### config.mk
export PLATFORM = sky130hd
export DESIGN_NAME = bus_ctrl_multi
export DESIGN_NICKNAME = d
export VERILOG_FILES = /design/src/rtl/bus_ctrl_multi.sv
export SDC_FILE = /design/constraint.sdc
export NUM_CORES = 1
export LEC_CHECK = 0
export ABC_AREA = 0
export BUFFER_PORTS_ARGS = -buffer_cell sky130_fd_sc_hd__buf_2
export CAP_MARGIN = 15
export CORE_AREA = 3 3 109 111
export DETAILED_ROUTE_END_ITERATION = 10
export DIE_AREA = 0 0 112 114
export PLACE_DENSITY = 0.78
export SYNTH_ARGS = -nofsm -noshare
export SYNTH_HDL_FRONTEND = slang
export SYNTH_SLANG_ARGS = --single-unit
### constraint.sdc
create_clock -name clk -period 2.6 [get_ports clk]
set_clock_uncertainty 0.05 [all_clocks]
set_input_delay 0.65 -clock clk [delete_from_list [all_inputs] [get_ports clk]]
set_output_delay 0.65 -clock clk [all_outputs]
set_load 0.02 [all_outputs]
### src/rtl/bus_ctrl_multi.sv
// 68000-style bus controller: window decode, chip selects, wait-state or
// device-acknowledge timing, read-data capture and bus-error reporting.
module bus_ctrl_multi #(
    parameter int unsigned NUM_REGIONS = 4,
    parameter int unsigned WS_W        = 4,
    parameter int unsigned TIMEOUT     = 255,
    parameter int unsigned ERRCNT_W    = 8
) (
    input  logic                          clk,
    input  logic                          reset,
    input  logic                          as,
    input  logic                          uds,
    input  logic                          lds,
    input  logic                          write_strobe,
    input  logic [23:1]                   addr,
    input  logic [8*NUM_REGIONS-1:0]      region_base,
    input  logic [8*NUM_REGIONS-1:0]      region_mask,
    input  logic [WS_W*NUM_REGIONS-1:0]   region_ws,
    input  logic [NUM_REGIONS-1:0]        region_ext,
    input  logic [NUM_REGIONS-1:0]        dev_ack,
    input  logic [16*NUM_REGIONS-1:0]     dev_dout,
    output logic [NUM_REGIONS-1:0]        cs,
    output logic                          bus_ack,
    output logic                          bus_err,
    output logic [15:0]                   data_in,
    output logic [ERRCNT_W-1:0]           err_count,
    output logic [23:1]                   last_err_addr
);

    localparam int unsigned IDX_W  = (NUM_REGIONS > 1) ? $clog2(NUM_REGIONS) : 1;
    localparam int unsigned TCNT_W = 16;
    localparam logic [TCNT_W-1:0] TCNT_LAST = TCNT_W'(TIMEOUT - 1);

    typedef enum logic [2:0] {
        S_IDLE,
        S_WAIT,
        S_ACK,
        S_ERR,
        S_DONE
    } state_t;

    state_t                 state_q, state_d;
    logic [IDX_W-1:0]       idx_q, idx_d;
    logic [WS_W-1:0]        wcnt_q, wcnt_d;
    logic [TCNT_W-1:0]      tcnt_q, tcnt_d;
    logic [NUM_REGIONS-1:0] cs_q, cs_d;
    logic                   bus_ack_q, bus_ack_d;
    logic                   bus_err_q, bus_err_d;
    logic [15:0]            data_in_q, data_in_d;
    logic [ERRCNT_W-1:0]    err_count_q, err_count_d;
    logic [23:1]            last_err_addr_q, last_err_addr_d;

    logic                   req;
    logic                   hit;
    logic [IDX_W-1:0]       hit_idx;
    logic                   sel_ext;
    logic [15:0]            sel_dout;
    logic                   ack_cond;

    assign req = as && (uds || lds);

    // Window decode: lowest-index match wins, so scan from the top down
    always_comb begin
        hit     = 1'b0;
        hit_idx = '0;
        for (int i = NUM_REGIONS - 1; i >= 0; i--) begin
            if (((addr[23:16] ^ region_base[8*i +: 8]) & region_mask[8*i +: 8]) == 8'h00) begin
                hit     = 1'b1;
                hit_idx = IDX_W'(i);
            end
        end
    end

    // Per-access selections for the latched region
    always_comb begin
        sel_ext  = region_ext[idx_q];
        sel_dout = dev_dout[32'(idx_q)*16 +: 16];
        ack_cond = sel_ext ? dev_ack[idx_q] : (wcnt_q == '0);
    end

    // Access sequencing and next values of every register
    always_comb begin
        state_d         = state_q;
        idx_d           = idx_q;
        wcnt_d          = wcnt_q;
        tcnt_d          = tcnt_q;
        cs_d            = cs_q;
        bus_ack_d       = 1'b0;
        bus_err_d       = 1'b0;
        data_in_d       = data_in_q;
        err_count_d     = err_count_q;
        last_err_addr_d = last_err_addr_q;

        case (state_q)
            S_IDLE: begin
                if (req) begin
                    if (hit) begin
                        idx_d   = hit_idx;
                        wcnt_d  = region_ws[32'(hit_idx)*WS_W +: WS_W];
                        tcnt_d  = '0;
                        cs_d    = NUM_REGIONS'(1) << hit_idx;
                        state_d = S_WAIT;
                    end else begin
                        state_d = S_ERR;
                    end
                end
            end
            S_WAIT: begin
                tcnt_d = tcnt_q + TCNT_W'(1);
                if (!as) begin
                    cs_d    = '0;
                    state_d = S_IDLE;
                end else if (ack_cond) begin
                    // Acknowledge beats a timeout landing on the same edge
                    bus_ack_d = 1'b1;
                    if (!write_strobe) begin
                        data_in_d = sel_dout;
                    end
                    state_d = S_ACK;
                end else if (tcnt_q == TCNT_LAST) begin
                    cs_d    = '0;
                    state_d = S_ERR;
                end else if (!sel_ext) begin
                    wcnt_d = wcnt_q - WS_W'(1);
                end
            end
            S_ACK: begin
                cs_d    = '0;
                state_d = S_DONE;
            end
            S_ERR: begin
                cs_d            = '0;
                bus_err_d       = 1'b1;
                last_err_addr_d = addr;
                if (err_count_q != '1) begin
                    err_count_d = err_count_q + ERRCNT_W'(1);
                end
                state_d = S_DONE;
            end
            S_DONE: begin
                // Hold here until the strobe drops so one strobe yields one cycle
                cs_d = '0;
                if (!as) begin
                    state_d = S_IDLE;
                end
            end
            default: begin
                cs_d    = '0;
                state_d = S_IDLE;
            end
        endcase
    end

    // State and output registers with synchronous reset
    always_ff @(posedge clk) begin
        if (reset) begin
            state_q         <= S_IDLE;
            idx_q           <= '0;
            wcnt_q          <= '0;
            tcnt_q          <= '0;
            cs_q            <= '0;
            bus_ack_q       <= 1'b0;
            bus_err_q       <= 1'b0;
            data_in_q       <= '0;
            err_count_q     <= '0;
            last_err_addr_q <= '0;
        end else begin
            state_q         <= state_d;
            idx_q           <= idx_d;
            wcnt_q          <= wcnt_d;
            tcnt_q          <= tcnt_d;
            cs_q            <= cs_d;
            bus_ack_q       <= bus_ack_d;
            bus_err_q       <= bus_err_d;
            data_in_q       <= data_in_d;
            err_count_q     <= err_count_d;
            last_err_addr_q <= last_err_addr_d;
        end
    end

    assign cs            = cs_q;
    assign bus_ack       = bus_ack_q;
    assign bus_err       = bus_err_q;
    assign data_in       = data_in_q;
    assign err_count     = err_count_q;
    assign last_err_addr = last_err_addr_q;

endmodule
==> flow_metrics.tcl, run 1 <==
set metrics [dict create \
    synthTopCellsByArea "dfxtp_1 (36%), xor2_1 (9.9%), nand2_1 (8.4%)" \
    n_antenna_cell 0 \
    ant_nets 0 \
    ys_ff_latch 78 \
    gr-usage-all-layers 0.199 \
    setup.worst_path.class "register to register" \
    grt_pass1_wl_mm 20.6 \
    synthesis.nets 682 \
    power.leakage_nw 2.66 \
    tns_ns 0 \
    fp.coreArea_sq_um 10900 \
    cts_tree "built" \
    worst_pin_slew_ns 0.468 \
    synth_top_area_share 0.359 \
    cts.sinks 78 \
    instances_no_fill 867 \
    fp.dieW_microns 112 \
    fin_nets 907 \
    fp.dieH_microns 114 \
    hp-class "register to register" \
    slew_headroom 0.685 \
    first_global_vias 4420 \
    clk_pin_slew_ns 0.09 \
    post-cts-setup-buffers 0 \
    synth_cell_types 57 \
    clock_latency_ns 0.36 \
    port-buffer-count 233 \
    clock_path_buffers 2 \
    drv_slew 0 \
    timing.final.crit_period_ns 2.34 \
    die_area_sq_um 12800 \
    rsz0062_at_grt "false" \
    finalCritPeriodShare 0.899 \
    synth_edf_count 0 \
    dp_cells 851 \
    drc 0 \
    status "finished clean" \
    hpwl_mm 10.4 \
    required_ns 2.81 \
    startpoint_type "register" \
    fillers 1028 \
    start_util 0.400 \
    regArea_sq_um 1560 \
    vias 4445 \
    power.density_nw_per_um2 505 \
    place.gp.congestion 0.888 \
    synthFlopType "dfxtp_1" \
    cts_max_level 3 \
    syn2layout_area_growth_pct 35.7 \
    sw_frac_of_total 0.290 \
    p_comb_frac 0.229 \
    synth.cell_area_sq_um 4350 \
    p_clk_frac 0.348 \
    pwr-share-seq 0.423 \
    yosysSeqAreaShare 0.359 \
    avgSynthCellArea_sq_um 8.76 \
    io-pin-count 234 \
    wl_mm 13.1 \
    postCtsHoldBufs 0 \
    first_pass_iters 4 \
    intPower_w 0.00212 \
    cts-root-buf "clkbuf_8" \
    antenna_found_initial 0 \
    wl_per_cell_microns 15.1 \
    drive_above_1_share 0.403 \
    first_iter_violations 220 \
    path_max_fanout 5 \
    fmax_ghz 0.428 \
    arrival_ns 2.54 \
    ir_drop_mv 0.379 \
    p_switching_w 0.000864 \
    cts_inserted_buffers 9 \
    hold_viol 0 \
    grt_max_degree 43 \
    yosysWarnings 0 \
    endpoint_kind "register" \
    synthArstFlopShare 0 \
    rows 38 \
    via_per_inst 5.13 \
    synth_cells 497 \
    yosysTopAreaCell "dfxtp_1" \
    setup_viol 0 \
    grt_overflow_total 0 \
    cts_resized 0 \
    multi_input_comb_area_sq_um 2610 \
    maxCapViolations 0 \
]
cell type report:
| type | instances | area share |
|---|---|---|
| Clock inverter | 7 | 0.0176 |
| Timing Repair Buffer | 250 | 0.223 |
| Tap cell | 140 | 0.0296 |
| Sequential cell | 78 | 0.264 |
| Multi-Input combinational cell | 378 | 0.441 |
| Clock buffer | 9 | 0.0210 |
| Inverter | 5 | 0.00318 |
stage by stage:
| stage | util | hold WS [ns] | total power, W | setup slack [ns] | cell area, sq um |
|---|---|---|---|---|---|
| 6_report | 0.543 | 0.404 | 0.00298 | 0.261 | 5910 |
| 5_1_grt | 0.543 | 0.433 | 0.00313 | 0.114 | 5910 |
| 4_1_cts | 0.543 | 0.405 | 0.00301 | 0.222 | 5910 |
| 3_5_place_dp | 0.522 | 0.393 | 0.00197 | -0.113 | 5680 |
| 3_3_place_gp | 0.522 | 0.389 | 0.00196 | -0.0106 | 5680 |
| 2_1_floorplan | - | 0.399 | 0.00170 | 0.148 | 4350 |
logic make-up after synthesis:
| kind of cell | after synthesis | share of synthesized area |
|---|---|---|
| muxes | 24 | 0.112 |
| xor gates and xnor gates | 51 | 0.103 |
| DFF | 78 | 0.359 |
| buffers and inverters | 41 | 0.0434 |
| AOI/OAI and AO/OA | 108 | 0.163 |
| and+or+nand+nor | 191 | 0.209 |
| adders and majority gates | 4 | 0.0115 |
routing by layer:
| layer | part of all wire | wire (microns) | GRT usage | up-vias |
|---|---|---|---|---|
| met5 | 0 | 0 | 0 | - |
| met4 | 0.012 | 153 | 0.0457 | 0 |
| met3 | 0.071 | 935 | 0.0594 | 12 |
| met2 | 0.53 | 6890 | 0.374 | 152 |
| met1 | 0.39 | 5100 | 0.221 | 2071 |
| li1 | - | - | - | 2210 |
cell usage after synthesis (2+ instances only):
library cell / instances
o2111ai_1: 5
o21ai_0: 10
nand4_2: 2
a211oi_1: 4
and4_1: 4
a221o_1: 2
a41oi_2: 2
xor2_1: 49
mux4_2: 13
inv_1: 5
and3_1: 8
mux4_1: 5
clkbuf_1: 16
nand3_1: 6
a22oi_1: 16
dfxtp_1: 78
or3_1: 4
xnor2_1: 2
or2_2: 2
buf_4: 2
nor3_1: 6
buf_2: 15
a21oi_1: 52
nor2_1: 37
mux2i_1: 5
nand4_1: 8
ha_1: 4
nand2_1: 97
nand2b_1: 6
a311oi_1: 2
a31oi_1: 3
a221oi_1: 2
registers in the layout, summed over array words and instances, names as in the netlist:
signal         flops
wcnt_q             4
bus_err            1
last_err_addr     23
err_count          8
data_in           16
cs                 4
bus_ack            1
state_q            3
tcnt_q            16
idx_q              2
worst max-delay path, cell delays in order (launching register included):
cell      delay, ns
dfxtp_1        0.47
mux4_2         0.60
or4b_1         0.57
nand2b_1       0.20
a21oi_1        0.10
a311oi_1       0.26
cell usage in the layout, fill, tap and decap left out, drive strengths merged, types with 4 or more instances in the layout:
master	netlist	layout
nand4	10	10
nor3	6	6
dfxtp	78	78
buf	19	250
and3	8	8
inv	5	8
mux4	18	18
mux2i	5	5
a21oi	52	52
o21ai	10	10
ha	4	4
nand2b	6	6
o2111ai	5	5
clkbuf	17	9
xor2	49	49
nand3	7	7
or3	4	4
a211oi	4	4
a22oi	16	16
nand2	97	97
and4	4	4
nor2	37	37
final timing paths:
check,start,to,slack [ns],cells after the start
hold / removal,data_in[10],data_in[10],0.40,2
setup / recovery,idx_q[0],wcnt_q[3],0.26,5
hold reg to reg,data_in[10],data_in[10],0.40,2
setup reg to reg,idx_q[0],wcnt_q[3],0.26,5
power by group through the flow:
stage          Sequential [W]  Clock, W  Combinational [W]
2_1_floorplan         0.00130         0           0.000392
3_3_place_gp          0.00129         0           0.000672
3_5_place_dp          0.00129         0           0.000682
4_1_cts               0.00126   0.00106           0.000685
5_1_grt               0.00127   0.00112           0.000749
6_report              0.00126   0.00104           0.000682
(Power assumes the default switching activity.)
==> run 2: changes to the inputs <==
PLACE_DENSITY = 0.74   (was 0.78)
==> flow_metrics.tcl, run 2 (same netlist as run 1, synthesis figures left out) <==
set metrics [dict create \
    slew_headroom 0.571 \
    setup_ws_ns 0.246 \
    antenna_found_initial 0 \
    power.leakage_nw 2.62 \
    clock_latency_ns 0.36 \
    fmax_ghz 0.425 \
    startpoint_type "input port" \
    hp-class "register to register" \
    ir_drop_mv 0.360 \
    n_antenna_cell 0 \
    setup_viol 0 \
    timing.final.crit_period_ns 2.35 \
    hold_slack_ns 0.406 \
    gr-usage-all-layers 0.210 \
    via_per_inst 5.23 \
    instances_no_fill 865 \
    place.gp.congestion 0.873 \
    required_ns 2.81 \
    rr_startpoint "tcnt_q[0]" \
    port-buffer-count 233 \
    mostFrequentLayoutCells "buf_2 (233), nand2_1 (97), dfxtp_1 (78)" \
    vias 4522 \
    status "finished clean" \
    drive_above_1_share 0.400 \
    fin_nets 905 \
    rsz0062_at_grt "false" \
    rows 38 \
    first_pass_iters 4 \
    hp-start "last_err_addr[13]" \
    wl_mm 13.8 \
    utilization 0.536 \
    clk_pin_slew_ns 0.08 \
    dp_cells 849 \
    ant_nets 0 \
    clock_path_buffers 2 \
    syn2layout_area_growth_pct 34.0 \
    layout_commonest_cell "buf_2" \
    arrival_ns 2.57 \
    io-pin-count 234 \
    wl_per_cell_microns 16.0 \
    grt_overflow_total 0 \
    finalCritPeriodShare 0.905 \
    crit_start "addr[22]" \
    endpoint_kind "register" \
    power.density_nw_per_um2 484 \
    hpwl_mm 11.2 \
    largest_reg_flops 23 \
    hold_viol 0 \
    fp.dieW_microns 112 \
    cts-root-buf "clkbuf_8" \
    fp.coreArea_sq_um 10900 \
    start_util 0.400 \
    grt_max_degree 41 \
    post-place-ws_ns -0.161 \
    path_max_fanout 7 \
    drv_slew 0 \
    cts_inserted_buffers 9 \
    drc 0 \
    cts.sinks 78 \
    first_global_vias 4595 \
    worst_pin_slew_ns 0.642 \
    p_total_w 0.00282 \
    first_iter_violations 239 \
    maxCapViolations 0 \
    grt_pass1_wl_mm 21.6 \
    cts_max_level 3 \
    setup.worst_path.class "input port to register" \
    cts_tree "built" \
    die_area_sq_um 12800 \
    fp.dieH_microns 114 \
]
[run 2: cell types whose count changed in the layout (fill, tap and decap cells not counted)]
cell	delta
nor2_1	-1
clkbuf_1	+2
inv_6	-2
buf_12	-2
bufinv_16	-1
clkinvlp_4	+2
nor2_2	+1
inv_8	-1
[run 2: where the power goes]
| part | switching [W] | internal (W) | total [W] |
|---|---|---|---|
| registers | 0.0000317 | 0.00123 | 0.00126 |
| logic | 0.000354 | 0.000322 | 0.000675 |
| clock network | 0.000443 | 0.000444 | 0.000887 |
| total | 0.000829 | 0.00200 | 0.00282 |
[run 2: worst paths after layout]
check                           cells past startpoint  slack (ns)                end
worst max-delay path                                8        0.25          wcnt_q[2]
worst min-delay path                                2        0.41  last_err_addr[13]
worst max register to register                      9        0.25          wcnt_q[2]
worst min register to register                      2        0.41  last_err_addr[13]
[run 2: layout make-up]
type	instances	area, sq um
fillers	1029	5050
multi-input cells	378	2610
flip-flops and latches	78	1560
repair buffers	248	1280
well taps	140	175
clock buffers	11	131
clock inverters	5	60.1
inverters	5	18.8
[run 2: worst max-delay path, stage by stage]
cell and delay [ns]:
buf_2 0.14, xor2_1 0.17, a22oi_1 0.31, nand4_2 0.27, nor3_1 0.40, a221oi_1 0.15, a31o_1 0.21, a311oi_1 0.27
[run 2: per-stage QoR]
step	area, sq um	TNS [ns]
after floorplan	4350	0
after global placement	5640	-0.959
after detailed placement	5640	-3.24
after CTS	5830	0
after global routing	5830	0
final	5830	0
[run 2: routing by layer]
layer | GRT usage | wire [microns] | vias up
met2 | 0.387 | 7180 | 183
met5 | 0 | 0 | -
li1 | - | - | 2207
met3 | 0.0849 | 1210 | 22
met4 | 0.0609 | 271 | 0
met1 | 0.222 | 5180 | 2110
[run 2: repair_timing]
item                                   CTS  global route
setup endpoints to repair                0            16
gates resized for setup                  0             1
endpoints found under the hold margin    0             0
hold buffers                             0             0
buffers inserted                         0             0
==> run 3: changes to the inputs <==
CTS_BUF_LIST = sky130_fd_sc_hd__clkbuf_4   (was default)
SKIP_LAST_GASP = 1   (was default)
==> flow_metrics.tcl, run 3 (same netlist as run 1, synthesis figures left out) <==
set metrics [dict create \
    ir_drop_mv 0.316 \
    rows 38 \
    p_total_w 0.00268 \
    drive_above_1_share 0.403 \
    hp-class "input port to register" \
    fp.dieH_microns 114 \
    endpoint_kind "register" \
    setup.worst_path.class "register to register" \
    regToRegSetupSlack_ns 0.24 \
    hold_slack_ns 0.389 \
    largest_reg_flops 23 \
    syn2layout_area_growth_pct 32.9 \
    cts_resized 0 \
    maxCapViolations 0 \
    cts.sinks 78 \
    setup_viol 0 \
    dr_wl_met2_mm 7.24 \
    clock_path_buffers 2 \
    fp.dieW_microns 112 \
    drv_slew 0 \
    path_max_fanout 5 \
    grt_pass1_wl_mm 21.6 \
    crit_start "tcnt_q[0]" \
    n_antenna_cell 0 \
    fin_nets 905 \
    hpwl_mm 11.2 \
    cts_tree "built" \
    antenna_found_initial 0 \
    worst_pin_slew_ns 0.625 \
    top_layer_used "met4" \
    fmax_ghz 0.423 \
    wl_per_cell_microns 15.9 \
    first_pass_iters 4 \
    power.leakage_nw 2.60 \
    status "finished clean" \
    finalCritPeriodShare 0.909 \
    fillers 1027 \
    grt_overflow_total 0 \
    grt_max_degree 41 \
    timing.final.crit_period_ns 2.36 \
    arrival_ns 2.66 \
    slew_headroom 0.583 \
    ant_nets 0 \
    rr_startpoint "tcnt_q[0]" \
    layout_commonest_cell "buf_2" \
    clk_pin_slew_ns 0.13 \
    startpoint_type "register" \
    first_iter_violations 254 \
    gr-usage-all-layers 0.210 \
    cts_max_level 3 \
    wl_mm 13.8 \
    die_area_sq_um 12800 \
    routed-wl-met3_mm 1.20 \
    first_global_vias 4574 \
    post-cts-setup-buffers 0 \
    mostFrequentLayoutCells "buf_2 (233), nand2_1 (97), dfxtp_1 (78)" \
    fp.coreArea_sq_um 10900 \
    via_per_inst 5.23 \
    place.gp.congestion 0.873 \
    required_ns 2.90 \
    cts_inserted_buffers 9 \
    port-buffer-count 233 \
    power.density_nw_per_um2 462 \
    start_util 0.400 \
    io-pin-count 234 \
    cts-root-buf "clkbuf_4" \
    hp-start "addr[7]" \
    postCtsHoldBufs 0 \
    vias 4527 \
    drc 0 \
    clock_latency_ns 0.44 \
    met1Wirelength_mm 5.12 \
    hold_viol 0 \
    rsz0062_at_grt "false" \
]
run 3: cell types whose count changed in the layout (fill, tap and decap cells not counted):
| cell | before | now |
|---|---|---|
| clkbuf_1 | 2 | 0 |
| clkbuf_8 | 9 | 0 |
| clkbuf_4 | 0 | 11 |
run 3: critical path: stages (launching register included):
cell and delay (ns):
dfxtp_1 0.41, inv_1 0.08, ha_1 0.20, nor2b_1 0.12
nand4_1 0.12, o211ai_2 0.16, or4b_1 0.60, nand2b_1 0.20
a21oi_1 0.09, a311oi_1 0.25
run 3: per-layer routing:
metal / vias to the layer above / GRT usage
li1: 2210 / -
met1: 2114 / 0.223
met2: 184 / 0.388
met3: 19 / 0.0854
met4: 0 / 0.0537
met5: - / 0
run 3: worst paths after layout:
kind                            cells past startpoint                to
worst max register to register                      9         wcnt_q[2]
worst min register to register                      2       data_in[13]
worst min-delay path                                3  last_err_addr[7]
worst max-delay path                                9         wcnt_q[2]
run 3: metrics by stage:
step	util	worst slack [ns]	TNS [ns]	std cells	area, sq um
floorplan	-	0.148	0	497	4350
global placement	0.518	-0.0571	-0.959	849	5640
detailed placement	0.518	-0.161	-3.24	849	5640
CTS	0.531	0.00824	0	865	5780
global route	0.531	0.0895	0	865	5790
finish	0.531	0.236	0	865	5790
run 3: where the power goes:
| group | total (W) | switching, W | internal (W) |
|---|---|---|---|
| sequential | 0.00126 | 0.0000318 | 0.00123 |
| clock | 0.000738 | 0.000424 | 0.000314 |
| combinational | 0.000675 | 0.000353 | 0.000321 |
| total | 0.00268 | 0.000809 | 0.00187 |
run 3: final cells by class:
cell class	count	area, sq um	area share
inverters	5	18.8	0.00324
clock inverters	5	60.1	0.0104
multi-input cells	378	2610	0.451
flip-flops and latches	78	1560	0.270
clock buffers	11	82.6	0.0143
repair buffers	248	1280	0.221
well taps	140	175	0.0303
